**config.mk**
```make
export PLATFORM = sky130hd
export DESIGN_NAME = btn_flag_ctrl
export DESIGN_NICKNAME = d
export VERILOG_FILES = /design/src/rtl/btn_flag_ctrl_pkg.sv /design/src/rtl/btn_debounce.sv /design/src/rtl/btn_flag_ctrl.sv
export SDC_FILE = /design/constraint.sdc
export NUM_CORES = 1
export LEC_CHECK = 0
export BUFFER_PORTS_ARGS = -buffer_cell sky130_fd_sc_hd__buf_2
export CORE_MARGIN = 3
export CORE_UTILIZATION = 40
export CTS_CLUSTER_DIAMETER = 120
export CTS_CLUSTER_SIZE = 20
export DETAILED_ROUTE_END_ITERATION = 12
export GPL_TIMING_DRIVEN = 0
export HOLD_SLACK_MARGIN = 0.08
export PLACE_DENSITY = 0.6
export REMOVE_ABC_BUFFERS = 1
export SYNTH_ARGS = -nofsm -noshare
export SYNTH_HDL_FRONTEND = slang
export SYNTH_SLANG_ARGS = --single-unit
```
**constraint.sdc**
```tcl
create_clock -name clk -period 3.3 [get_ports clk]
set_clock_uncertainty 0.15 [all_clocks]
set_input_delay 0.495 -clock clk [delete_from_list [all_inputs] [get_ports clk]]
set_output_delay 0.495 -clock clk [all_outputs]
set_load 0.05 [all_outputs]
```
**src/rtl/btn_flag_ctrl_pkg.sv**
```systemverilog
// Shared constants for the button/flag controller: channel count, default
// debounce length and the debounce state encoding.
package btn_flag_ctrl_pkg;

  localparam int NCH_DEF     = 7;
  localparam int DEB_CNT_DEF = 1000000;

  typedef logic [1:0] deb_state_t;

  localparam deb_state_t ST_IDLE       = 2'd0;
  localparam deb_state_t ST_PRESS_WAIT = 2'd1;
  localparam deb_state_t ST_HELD       = 2'd2;
  localparam deb_state_t ST_REL_WAIT   = 2'd3;

  function automatic int cnt_width(input int n);
    if (n < 1) begin
      return 1;
    end else begin
      return $clog2(n + 1);
    end
  endfunction

endpackage

```
**src/rtl/btn_debounce.sv**
```systemverilog
// One button channel: 2-flop synchronizer, debounce FSM with a saturating
// stability counter, and a one-cycle registered press strobe.
module btn_debounce
  import btn_flag_ctrl_pkg::*;
#(
  parameter int DEB_CNT = DEB_CNT_DEF
) (
  input  logic clk,
  input  logic rst,
  input  logic btn,
  output logic accept,
  output logic press_pulse
);

  localparam int CW = cnt_width(DEB_CNT);
  localparam logic [CW-1:0] CNT_MAX  = CW'(DEB_CNT);
  localparam logic [CW-1:0] CNT_LAST = CW'(DEB_CNT - 1);

  logic           sync1_r;
  logic           sync2_r;
  deb_state_t     state_r;
  deb_state_t     state_nx_s;
  logic [CW-1:0]  cnt_r;
  logic [CW-1:0]  cnt_nx_s;
  logic           accept_s;
  logic           pulse_r;

  function automatic logic [CW-1:0] sat_inc(input logic [CW-1:0] v);
    if (v >= CNT_MAX) begin
      return CNT_MAX;
    end else begin
      return v + CW'(1);
    end
  endfunction

  // Next-state and counter logic; the sample in IDLE counts as the first stable one.
  always_comb begin
    state_nx_s = state_r;
    cnt_nx_s   = cnt_r;
    accept_s   = 1'b0;
    case (state_r)
      ST_IDLE: begin
        cnt_nx_s = '0;
        if (sync2_r) begin
          state_nx_s = ST_PRESS_WAIT;
        end else begin
          state_nx_s = ST_IDLE;
        end
      end
      ST_PRESS_WAIT: begin
        if (!sync2_r) begin
          state_nx_s = ST_IDLE;
          cnt_nx_s   = '0;
        end else if (cnt_r >= CNT_LAST) begin
          state_nx_s = ST_HELD;
          cnt_nx_s   = '0;
          accept_s   = 1'b1;
        end else begin
          cnt_nx_s   = sat_inc(cnt_r);
        end
      end
      ST_HELD: begin
        cnt_nx_s = '0;
        if (!sync2_r) begin
          state_nx_s = ST_REL_WAIT;
        end else begin
          state_nx_s = ST_HELD;
        end
      end
      ST_REL_WAIT: begin
        if (sync2_r) begin
          state_nx_s = ST_HELD;
          cnt_nx_s   = '0;
        end else if (cnt_r >= CNT_LAST) begin
          state_nx_s = ST_IDLE;
          cnt_nx_s   = '0;
        end else begin
          cnt_nx_s   = sat_inc(cnt_r);
        end
      end
      default: begin
        state_nx_s = ST_IDLE;
        cnt_nx_s   = '0;
      end
    endcase
  end

  // Synchronizer, FSM state, counter and press strobe registers.
  always_ff @(posedge clk or negedge rst) begin
    if (!rst) begin
      sync1_r <= 1'b0;
      sync2_r <= 1'b0;
      state_r <= ST_IDLE;
      cnt_r   <= '0;
      pulse_r <= 1'b0;
    end else begin
      sync1_r <= btn;
      sync2_r <= sync1_r;
      state_r <= state_nx_s;
      cnt_r   <= cnt_nx_s;
      pulse_r <= accept_s;
    end
  end

  assign accept      = accept_s;
  assign press_pulse = pulse_r;

endmodule

```
**src/rtl/btn_flag_ctrl.sv**
```systemverilog
// Per-channel run flags for the code sequencers: a press freezes its channel,
// and once every channel is frozen the next press restarts all of them.
module btn_flag_ctrl
  import btn_flag_ctrl_pkg::*;
#(
  parameter int NCH     = NCH_DEF,
  parameter int DEB_CNT = DEB_CNT_DEF
) (
  input  logic           clk,
  input  logic           rst,
  input  logic [NCH-1:0] BTN,
  output logic [NCH-1:0] flag,
  output logic [NCH-1:0] press_pulse,
  output logic           done
);

  logic [NCH-1:0] accept_s;
  logic [NCH-1:0] flag_r;
  logic [NCH-1:0] flag_nx_s;
  logic           done_r;

  for (genvar g = 0; g < NCH; g++) begin : g_ch
    btn_debounce #(.DEB_CNT(DEB_CNT)) u_deb (
      .clk         (clk),
      .rst         (rst),
      .btn         (BTN[g]),
      .accept      (accept_s[g]),
      .press_pulse (press_pulse[g])
    );
  end

  // Accept is the same-edge version of press_pulse, so flag moves with the strobe.
  always_comb begin
    flag_nx_s = flag_r;
    if (accept_s != '0) begin
      if (done_r) begin
        flag_nx_s = '1;
      end else begin
        flag_nx_s = flag_r & ~accept_s;
      end
    end else begin
      flag_nx_s = flag_r;
    end
  end

  // Flag and done registers.
  always_ff @(posedge clk or negedge rst) begin
    if (!rst) begin
      flag_r <= '1;
      done_r <= 1'b0;
    end else begin
      flag_r <= flag_nx_s;
      done_r <= (flag_nx_s == '0);
    end
  end

  assign flag = flag_r;
  assign done = done_r;

endmodule

```
==> metrics.md <==
| Metric | Value |
|---|---|
| Die area | `23200 sq um` |
| Met3 Track Usage GR | `between 3 and 4%` |
| Placement Rows | `52` |
| Slew @ Worst Pin | `822 ps` |
| Post-CTS Setup Inserts | `0` |
| Slack of the worst reg-to-reg path | `approximately 150 ps` |
| Crit Path Class | `reg2reg` |
| Grt total ovfl | `0` |
| Post-synthesis average cell area | `roughly 10 sq um` |
| Drt drc | `0` |
| Hpwl dp | `10.0 mm` |
| Hold Path Class | `reg2reg` |
| Mapped Cells | `~860` |
| Vias per std cell | `4.93` |
| Yosys top cell area share | `~51%` |
| Boundary Pins | `24` |
| Core area | `approximately 21000 sq um` |
| Share of layout cells above drive strength 1 | `a little under a tenth` |
| Clk slew on worst S/H paths | `70 ps` |
| Clock Sink Count | `roughly 180` |
| Pwr dens | `~450 nW/um^2` |
| Biggest area consumer among synthesized cells | `dfrtp_1` |
| Most crowded layer after global routing | `met2` |
| Critical path startpoint category | `flop` |
| Synth Warn # | `0` |
| Netlist cell types | `53` |
| Outcome | `complete, no violations` |
| Pin count of the biggest net entering global routing | `around 110` |
| # setup viols final | `0` |
| Total track usage | `a little over an eighth` |
| Maximum VDD drop | `slightly above 0.3 mV` |
| Initial antenna violation count | `0` |
| First-pass GRT wire length | `about 27 mm` |
| Most frequent cell after synthesis | `dfrtp_1` |
| CTS max path bufs | `2` |
| Crit path capture type | `flop` |
| Die Y | `152 um` |
| GR Util met1 | `between 10% and 20%` |
| Clock Tree Root | `clkbuf_16` |
| H-Tree Depth | `4` |
| P_leak | `roughly 0.004 uW` |
| Max Cap Violations | `0` |
| Slew HR | `a little under half` |
| P&R area growth vs syn | `12.1%` |
| DR WL/cell | `approximately 13 um` |
| Setup WS pre-CTS | `between 150 and 200 ps` |
| DIE WIDTH | `152 um` |
| Worst-Skew Late Latency | `430 ps` |
| Ys async rst share | `100%` |
| Netlist Area Pre-Place | `between 8000 and 9000 sq um` |
| Cts repair resizes | `0` |
| # diodes | `0` |
| Post-synth EDFFs | `0` |
| Seq/Total Area, Yosys | `between 50% and 60%` |
| Crit path required time | `between 3000 and 4000 ps` |
| Via count | `approximately 5800` |
| Final WS setup | `between 150 and 200 ps` |
| Hold violation total from the final report | `0` |
| Port bufs | `23` |
| Initial Util | `between 40% and 50%` |
| M2 GR Usage | `roughly a fifth` |
| Fin crit period | `between 3000 and 4000 ps` |
| FF+latch count, synth | `about 180` |
| DRT iter0 DRCs | `approximately 260` |
| Pre-antenna DRT Iters | `4` |
| Fin nets | `between 900 and 1000` |
| Peak fanout along the critical path | `8` |
| Worst endpoint data arrival time | `3350 ps` |
| Commonest register cell after synthesis | `dfrtp_1` |
| Slew Limit Fails | `0` |
| Final WL | `between 15 and 20 mm` |
| Post-synth top cells | `176 x dfrtp_1, 132 x nor2_1, 75 x nand2_1` |
| Synth top area cells | `dfrtp_1 51%, xor2_1 6.6%, nor2_1 5.8%` |
| RD Place Congestion | `about 0.75` |
| Vias in the first global route | `roughly 5700` |
| Power after layout | `approximately 4300 uW` |
| Fmax | `between 300 and 400 MHz` |
| Unrepaired setup endpoints after global routing | `false` |
| Antenna violation net count after detailed routing | `0` |
| CTS tree | `built` |
| TritonCTS Buffers | `17` |
| Final worst-path cycle share | `95.4%` |
[registers in the layout (all words and copies together), names as in the netlist, named ones only]
signal and flops:
done 1, flag 7, g_ch.u_deb.cnt_r 140, g_ch.u_deb.press_pulse 7
g_ch.u_deb.state_r 7, g_ch.u_deb.sync1_r 7, g_ch.u_deb.sync2_r 7
[cell usage in the layout, fill, tap and decap left out, types with 6 or more instances in the layout]
cell type / n
dfstp_2: 7
xor2_1: 65
o31a_1: 6
nand4_1: 22
nor4_1: 11
and3_1: 23
o21ai_0: 9
inv_1: 39
clkinv_4: 6
dfrtp_1: 176
nand2_1: 75
nand3_1: 49
and2_1: 8
a31oi_1: 9
clkbuf_16: 17
or2_2: 7
a21oi_1: 54
xnor2_1: 55
nand2b_1: 6
nor3_1: 10
nor2_1: 132
or3_1: 7
buf_2: 22
dlygate4sd3_1: 8
ha_1: 14
[worst paths after layout]
path | end | cells after the start | startpoint
max in group asynchronous | g_ch[0].u_deb.cnt_r[1]$_DFF_PN0_ | 3 | rst
worst min register to register | g_ch[1].u_deb.sync2_r$_DFF_PN0_ | 0 | g_ch[1].u_deb.sync1_r$_DFF_PN0_
min in group asynchronous | g_ch[1].u_deb.cnt_r[11]$_DFF_PN0_ | 2 | rst
worst min-delay path | g_ch[1].u_deb.sync2_r$_DFF_PN0_ | 0 | g_ch[1].u_deb.sync1_r$_DFF_PN0_
worst max-delay path | done$_DFF_PN0_ | 7 | g_ch[0].u_deb.cnt_r[12]$_DFF_PN0_
worst max register to register | done$_DFF_PN0_ | 7 | g_ch[0].u_deb.cnt_r[12]$_DFF_PN0_
[cell families (layout without fill, tap and decap cells)]
group	after synthesis	in the layout	share of synthesized area [%]
AOI/OAI and AO/OA	101	101	7.39
xor gates and xnor gates	120	120	12.3
adders and majority gates	14	14	2.05
buffers and inverters	66	106	3.20
DFF	183	183	53.6
muxes	6	6	0.789
and+or+nand+nor	371	371	20.7
[critical path, cell delays in order, from the launching register on]
cell and delay, ps:
dfrtp_1 410, or4_4 550, o32a_1 370, a31oi_2 240, or4b_4 220, a21bo_1 240
o41ai_4 630, and4b_1 270
[metal layers]
| metal | share of wire (%) | routed length, um |
|---|---|---|
| met2 | 44 | 6640 |
| met3 | 2.8 | 426 |
| met1 | 52 | 7810 |
| met4 | 0.93 | 140 |
| met5 | 0 | 0 |
[stage by stage]
| step | setup TNS, ps | std cells | hold WS [ps] | utilization (%) | area, sq um |
|---|---|---|---|---|---|
| global placement | -261140 | 1127 | 183 | 43.1 | 8890 |
| floorplan | 0 | 834 | 49.4 | - | 8440 |
| detailed placement | 0 | 1131 | 186 | 43.4 | 8950 |
| finish | 0 | 1171 | 198 | 46.6 | 9600 |
| global route | 0 | 1171 | 206 | 46.6 | 9600 |
| CTS | 0 | 1171 | 201 | 46.6 | 9600 |
[final cells by class]
cell class	count	area [sq um]
multi-input cells	612	3700
fillers	1926	11000
flip-flops and latches	183	4590
repair buffers	35	259
clock inverters	14	130
inverters	39	146
clock buffers	18	439
well taps	270	338
[timing repair]
action	in CTS	in global routing
hold buffers	8	0
hold endpoints to repair	83	0
endpoints found under the setup margin	0	0
[power breakdown]
| group | switching, uW | leakage (uW) | internal (uW) | total (uW) |
|---|---|---|---|---|
| combinational | 84.9 | 0.00139 | 31.1 | 116 |
| sequential | 16.7 | 0.00247 | 2260 | 2280 |
| clock | 878 | 0.000264 | 1060 | 1940 |
| total | 980 | 0.00412 | 3360 | 4340 |
(Power assumes the default switching activity.)
